`src/rtl/fifo_arb_pkg.sv`:
```
// fifo_arb_pkg: arbiter state type and grant-index width helper
package fifo_arb_pkg;
  typedef enum logic {IDLE, GRANT} state_t;
  function automatic int id_width(input int n);
    return n > 1 ? $clog2(n) : 1;
  endfunction
endpackage

```
`src/rtl/rr_pick.sv`:
```
// rr_pick: first set req bit at or above ptr, wrapping (req,ptr -> found,idx)
module rr_pick
  import fifo_arb_pkg::*;
#(
  parameter int NUM_REQ = 4,
  localparam int IW = id_width(NUM_REQ)
) (
  input  logic [NUM_REQ-1:0] req,
  input  logic [IW-1:0]      ptr,
  output logic               found,
  output logic [IW-1:0]      idx
);
  logic [IW-1:0] j;
  always_comb begin
    found = 1'b0;
    idx = '0;
    j = '0;
    for (int i = NUM_REQ - 1; i >= 0; i--) begin
      j = IW'((int'(ptr) + i) % NUM_REQ);
      if (req[j]) begin
        found = 1'b1;
        idx = j;
      end
    end
  end
endmodule

```
`src/rtl/async_fifo_wr_arbiter.sv`:
```
// async_fifo_wr_arbiter: round-robin burst arbiter of NUM_REQ valid/ready streams onto one FIFO write port (wclk,wrst; req_* in, req_ready/fifo_wen/fifo_wdata/grant_*/err_overflow out)
module async_fifo_wr_arbiter
  import fifo_arb_pkg::*;
#(
  parameter int NUM_REQ = 4,
  parameter int DATA_WIDTH = 8,
  parameter int MAX_BURST = 4,
  localparam int IW = id_width(NUM_REQ),
  localparam int BW = $clog2(MAX_BURST + 1)
) (
  input  logic                          wclk,
  input  logic                          wrst,
  input  logic [NUM_REQ-1:0]            req_valid,
  input  logic [NUM_REQ-1:0]            req_last,
  input  logic [NUM_REQ*DATA_WIDTH-1:0] req_data,
  output logic [NUM_REQ-1:0]            req_ready,
  output logic                          fifo_wen,
  output logic [DATA_WIDTH-1:0]         fifo_wdata,
  input  logic                          fifo_full,
  input  logic                          fifo_overflow,
  output logic                          grant_valid,
  output logic [IW-1:0]                 grant_id,
  output logic                          err_overflow
);
  state_t state, state_n;
  logic [IW-1:0] gid_n, prio_ptr, ptr_n, idx, nxt;
  logic [BW-1:0] beat_cnt, cnt_n;
  logic found, xfer, rel, arb;
  rr_pick #(.NUM_REQ(NUM_REQ)) u_pick (
    .req(req_valid),
    .ptr(prio_ptr),
    .found(found),
    .idx(idx)
  );
  assign grant_valid = state == GRANT;
  assign xfer = grant_valid & req_valid[grant_id] & ~fifo_full & ~wrst;
  assign req_ready = xfer ? NUM_REQ'(1) << grant_id : '0;
  assign fifo_wen = xfer;
  assign fifo_wdata = grant_valid ? req_data[grant_id*DATA_WIDTH +: DATA_WIDTH] : '0;
  assign rel = (xfer & (req_last[grant_id] | beat_cnt == BW'(MAX_BURST - 1))) | ~req_valid[grant_id];
  assign nxt = idx == IW'(NUM_REQ - 1) ? '0 : idx + 1'b1;
  always_comb begin
    arb = grant_valid ? rel : 1'b1;
    state_n = arb ? (found ? GRANT : IDLE) : state;
    gid_n = arb & found ? idx : grant_id;
    ptr_n = arb & found ? nxt : prio_ptr;
    cnt_n = arb ? '0 : xfer ? beat_cnt + 1'b1 : beat_cnt;
  end
  always_ff @(posedge wclk) begin
    if (wrst) begin
      state <= IDLE;
      grant_id <= '0;
      beat_cnt <= '0;
      prio_ptr <= '0;
      err_overflow <= 1'b0;
    end else begin
      state <= state_n;
      grant_id <= gid_n;
      beat_cnt <= cnt_n;
      prio_ptr <= ptr_n;
      err_overflow <= err_overflow | fifo_overflow;
    end
  end
endmodule
```
`config.mk`:
```
export PLATFORM = sky130hd
export DESIGN_NAME = async_fifo_wr_arbiter
export DESIGN_NICKNAME = d
export VERILOG_FILES = /design/src/rtl/fifo_arb_pkg.sv /design/src/rtl/rr_pick.sv /design/src/rtl/async_fifo_wr_arbiter.sv
export SDC_FILE = /design/constraint.sdc
export NUM_CORES = 1
export LEC_CHECK = 0
export BUFFER_PORTS_ARGS = -buffer_cell sky130_fd_sc_hd__buf_2
export CAP_MARGIN = 15
export CORE_ASPECT_RATIO = 0.75
export CORE_MARGIN = 5
export CORE_UTILIZATION = 44
export CTS_CLUSTER_SIZE = 24
export DETAILED_ROUTE_END_ITERATION = 7
export PLACE_DENSITY = 0.85
export RECOVER_POWER = 50
export SYNTH_ARGS = -nofsm -noshare
export SYNTH_HDL_FRONTEND = slang
export SYNTH_HIERARCHICAL = 1
export SYNTH_SLANG_ARGS = --single-unit
```
`constraint.sdc`:
```
create_clock -name wclk -period 3 [get_ports wclk]
set_clock_uncertainty 0.1 [all_clocks]
set_input_delay 0 -clock wclk [delete_from_list [all_inputs] [get_ports wclk]]
set_output_delay 0 -clock wclk [all_outputs]
set_load 0.02 [all_outputs]
```
# Yosys cells after proc, flatten, opt, wreduce, memory -nomap -nowiden
# Cells that the tools add are included.
# Widths: inputs -> output; s select.
[totals]
out_inout_bits = 17
register_bits = 9
[op_classes]
n_reduce_logical = 1
n_mux = 25
n_eq_ne = 2
bitwise_logic = 11
shifts = 2
n_lt_le_gt_ge = 5
n_addsub = 5
[ops]
columns = ["cell", "n"]
rows = [
  ["$shiftx 32x6->8", 1],
  ["$lt 2x3->1 const B", 5],
  ["$bmux 1 s2", 6],
  ["$mux 1", 12],
  ["$mux 2", 5],
  ["$mux 8", 1],
  ["$and 1x1->1", 5],
  ["$add 2x1->2 const B", 2],
  ["$add 2x2->2 const B", 2],
  ["$mux 4", 1],
  ["$shl 1x2->4 const A", 1],
  ["$add 3x1->3 const B", 1],
  ["$eq 3x2->1 const B", 1],
  ["$not 1->1", 3],
  ["$or 1x1->1", 3],
  ["$eq 2x2->1 const B", 1],
  ["$reduce_or 2->1", 1],
]

# Longest topological paths before layout
[depth]
depth_word = 9
mapped_depth = 6

# By module
# Netlist, hierarchy kept.
[by_module_without_submodules]
columns = ["mod", "seq_area_each_um2", "cells_per_inst", "area_per_inst_um2", "instances"]
rows = [
  ["async_fifo_wr_arbiter", 180.2, 77, 788.3, 1],
  ["rr_pick", 0.0, 13, 77.6, 1],
]

# Worst setup path after synthesis
# Ideal clock, no wire load.
[synth_path]
path_type = "register -> register"
start = "register grant_id[0]"
end = "register prio_ptr[0]"
arrival_time_ns = 1.701
period_less_slack_ns = 1.923
slack_ns = 1.077
required_ns = 2.779
setup_ns = 0.121
path_stages_with_launch = 6
path_cell_list = "dfxtp_1 -> buf_6 -> mux4_2 -> a21oi_2 -> a31o_4 -> mux2_4"
[synth_via]
elab_chain_len = 9
word_cells_on_any_way = 13
classes_between = "mux (5); bitwise (8)"
[synth_rtl]
columns = ["element", "line_no", "rtl"]
rows = [
  ["start: declaration", "async_fifo_wr_arbiter.sv:22", "output logic [IW-1:0] grant_id,"],
  ["start signal: assignment", "async_fifo_wr_arbiter.sv:58", "grant_id <= gid_n;"],
  ["$bmux 1 s2", "async_fifo_wr_arbiter.sv:36, async_fifo_wr_arbiter.sv:40", ""],
  ["$mux 1 (implied by the code)", "async_fifo_wr_arbiter.sv:36, async_fifo_wr_arbiter.sv:40", ""],
  ["$and 1x1->1 (3 in a row)", "async_fifo_wr_arbiter.sv:36", "assign xfer = grant_valid & req_valid[grant_id] & ~fifo_full & ~wrst;"],
  ["$and 1x1->1", "async_fifo_wr_arbiter.sv:40", "assign rel = (xfer & (req_last[grant_id] | beat_cnt == BW'(MAX_BURST - 1))) | ~req_valid[grant_id];"],
  ["$or 1x1->1 (*)", "async_fifo_wr_arbiter.sv:40", ""],
  ["$mux 1 (*)", "async_fifo_wr_arbiter.sv:43", "arb = grant_valid ? rel : 1'b1;"],
  ["$and 1x1->1 (*)", "async_fifo_wr_arbiter.sv:46", "ptr_n = arb & found ? nxt : prio_ptr;"],
  ["end signal: assignment", "async_fifo_wr_arbiter.sv:60", "prio_ptr <= ptr_n;"],
  ["end: declaration", "async_fifo_wr_arbiter.sv:26", "logic [IW-1:0] gid_n, prio_ptr, ptr_n, idx, nxt;"],
]
# Mark *: on every way between the ends. The rest lies on a longest branch, timed or not. The select of a mux whose other input is x is not followed.
# A chain may end at the register's enable or synchronous reset.

# Worst setup path in the final report
[layout_path]
start = "register grant_id[1]"
end = "output req_ready[3]"
[layout_via]
elab_chain_len = 6
word_cells_on_any_way = 7
classes_between = "shift (1); mux (3); bitwise (3)"
[layout_rtl]
columns = ["element", "line_no", "rtl"]
rows = [
  ["$bmux 1 s2", "async_fifo_wr_arbiter.sv:36", ""],
  ["$mux 1 (implied by the code)", "async_fifo_wr_arbiter.sv:36", ""],
  ["$and 1x1->1 (3 in a row)", "async_fifo_wr_arbiter.sv:36", ""],
  ["$mux 4 (*)", "async_fifo_wr_arbiter.sv:37", "assign req_ready = xfer ? NUM_REQ'(1) << grant_id : '0;"],
  ["end: declaration", "async_fifo_wr_arbiter.sv:16", "output logic [NUM_REQ-1:0] req_ready,"],
]
# Marks and branches as above.

==> reports/metrics.csv <==
metric,value,unit
powerDensity,420,nW/µm²
dr.first_iter.drc_count,25,
dp.final_hpwl,2090,µm
syn_inst,90,
p_clk_frac,0.184,
setup_violations,0,
grt_first_pass_wirelength,4000,µm
placed_area,1180,µm²
post-route-period-util,0.782,
p_int,0.000318,W
nets,201,
finalInstanceArea,1220,µm²
dieArea,2960,µm²
start_util,0.480,
postCtsHoldBufs,3,
cts_tree,built,
clock.fmax,426,MHz
timing.final.crit_period,2.35,ns
leakage,0.585,nW
slew_violations,0,
grt.overflow.total,0,
synth.distinct_cells,29,
num_rows,13,
start_kind,flop,
ios,61,
drive_gt1_frac,0.444,
track_usage,0.172,
synth_area,866,µm²
path_clk_slew,0.06,ns
tns,0,ns
critPathArrivalTime,2.25,ns
dr.pass1.iters,5,
ys_ff_latch,9,
coreArea,1810,µm²
switching_share,0.378,
slew-limit-headroom,0.430,
status,"complete, no violations",
clk-insertion-delay-late,0.26,ns
rsz0062_at_grt,no,
portBuffers,60,
postCtsSetupRepairBufs,0,
cts-resized-gates,0,
maxCapViolCount,0,
synth_seq_area_share,0.208,
avgSynthCellArea,9.62,µm²
peakVddDrop,0.421,mV
finalHoldViolCount,0,
via_per_inst,5.24,
grt_max_degree,17,
p_sw,0.000193,W
antenna_found_initial,0,
die_w,61.2,µm
dieHeight,48.4,µm
cts_inserted_buffers,3,
worst_pin_slew,0.855,ns
min_path_type,input pin to flop,
cts.path.max_buffers,2,
power_frac_seq,0.308,
diodes,0,
crit_required,2.90,ns
syn2layout_area_growth,40.5,%
critPathCaptureType,output port,
gp_congestion,0.876,
worstSetupPathType,flop to output port,
vias,917,
htreeDepth,1,
wirelength,2530,µm
clock_sinks,9,
grt_pass1_vias,941,
ant_nets,0,
drcViolationCount,0,
yosysWarningCount,6,
power_frac_comb,0.508,
wl_per_cell,14.5,µm
synth.net_count,137,
critPathMaxFanout,10,
root_buffer,clkbuf_4,
-- path summary, 6_finish.rpt --
check,from,to,slack (ns),depth (start not counted)
worst max-delay path,grant_id[1],req_ready[3],0.65,6
worst min-delay path,req_valid[0],grant_id[0],0.03,4
worst max register to register,grant_id[1],prio_ptr[0],0.80,5
worst min register to register,beat_cnt[1],beat_cnt[1],0.38,2
-- sequential cells by signal, indices dropped and copies added (netlist names) --
name	flops
grant_id	2
grant_valid	1
prio_ptr	2
err_overflow	1
beat_cnt	3
-- power by group through the flow --
stage	clock, W	sequential, W	combinational, W
2_1_floorplan	0	0.000157	0.000190
3_3_place_gp	0	0.000158	0.000255
3_5_place_dp	0	0.000159	0.000263
4_1_cts	0.0000966	0.000157	0.000267
5_1_grt	0.000109	0.000159	0.000285
6_report	0.0000941	0.000157	0.000260
-- through the flow --
stage                      util  cells  hold slack (ns)  worst slack, ns  total power (W)
after global routing      0.674    175           0.0523            0.455         0.000553
after global placement    0.651    168            0.110             1.12         0.000413
final                     0.674    175           0.0285            0.653         0.000511
after detailed placement  0.651    168            0.126             1.06         0.000422
after floorplan               -     90           0.0207             1.08         0.000347
after CTS                 0.683    175          0.00925            0.897         0.000520
-- synthesized netlist by cell type --
cell type	n	share of area
a211oi_2	2	0.029
nor3_1	2	0.012
mux2_4	1	0.017
mux2i_1	6	0.069
nand3_1	1	0.0058
dfxtp_1	9	0.21
ha_1	3	0.043
a22oi_1	1	0.0087
o21ai_0	1	0.0058
a21oi_1	2	0.012
a211oi_1	1	0.0087
mux4_1	3	0.091
nor3b_1	2	0.017
mux4_2	6	0.16
xnor2_1	1	0.010
buf_6	1	0.013
and3_1	1	0.0072
a21oi_2	1	0.010
inv_1	3	0.013
nor2b_1	2	0.014
inv_2	1	0.0043
nand2b_1	8	0.058
a31o_4	1	0.020
a211o_1	1	0.010
nand2_1	6	0.026
and2_1	8	0.058
clkbuf_1	3	0.013
nor2_1	11	0.048
buf_2	2	0.012
-- critical path, cell delays in order (launching register included) --
cell      delay (ns)
dfxtp_1         0.50
clkbuf_1        0.42
mux4_2          0.43
nand3_1         0.20
inv_2           0.10
and3_1          0.18
buf_2           0.15
-- placed cells by master (no fill, tap or decap), types with 3 or more instances in the layout --
cell,n
nand2b_1,8
mux2i_1,6
clkbuf_4,3
dlygate4sd3_1,3
inv_1,3
buf_2,53
clkbuf_1,10
nor2_1,11
mux4_2,6
nand2_1,6
mux4_1,3
ha_1,3
dfxtp_1,9
and2_1,8
-- cell type report --
| type | count | area (µm²) |
|---|---|---|
| well taps | 22 | 27.5 |
| flip-flops and latches | 9 | 180 |
| multi-input cells | 71 | 638 |
| repair buffers | 65 | 329 |
| fillers | 158 | 589 |
| inverters | 4 | 15.0 |
| clock buffers | 4 | 26.3 |
-- kinds of logic after synthesis --
logic type / Yosys count / share of synthesized area
and+or+nand+nor: 41 / 0.246
DFF: 9 / 0.208
muxes: 16 / 0.334
buffers and inverters: 10 / 0.0549
adders and majority gates: 3 / 0.0434
AOI/OAI and AO/OA: 10 / 0.104
xor gates and xnor gates: 1 / 0.0101
-- routing by layer --
metal,GRT usage,share of wire,vias to the layer above
met1,0.173,0.36,406
met5,0,0,-
met4,0.0181,0.012,0
li1,-,-,452
met3,0.0714,0.15,4
met2,0.327,0.48,55
(Power assumes the default switching activity.)
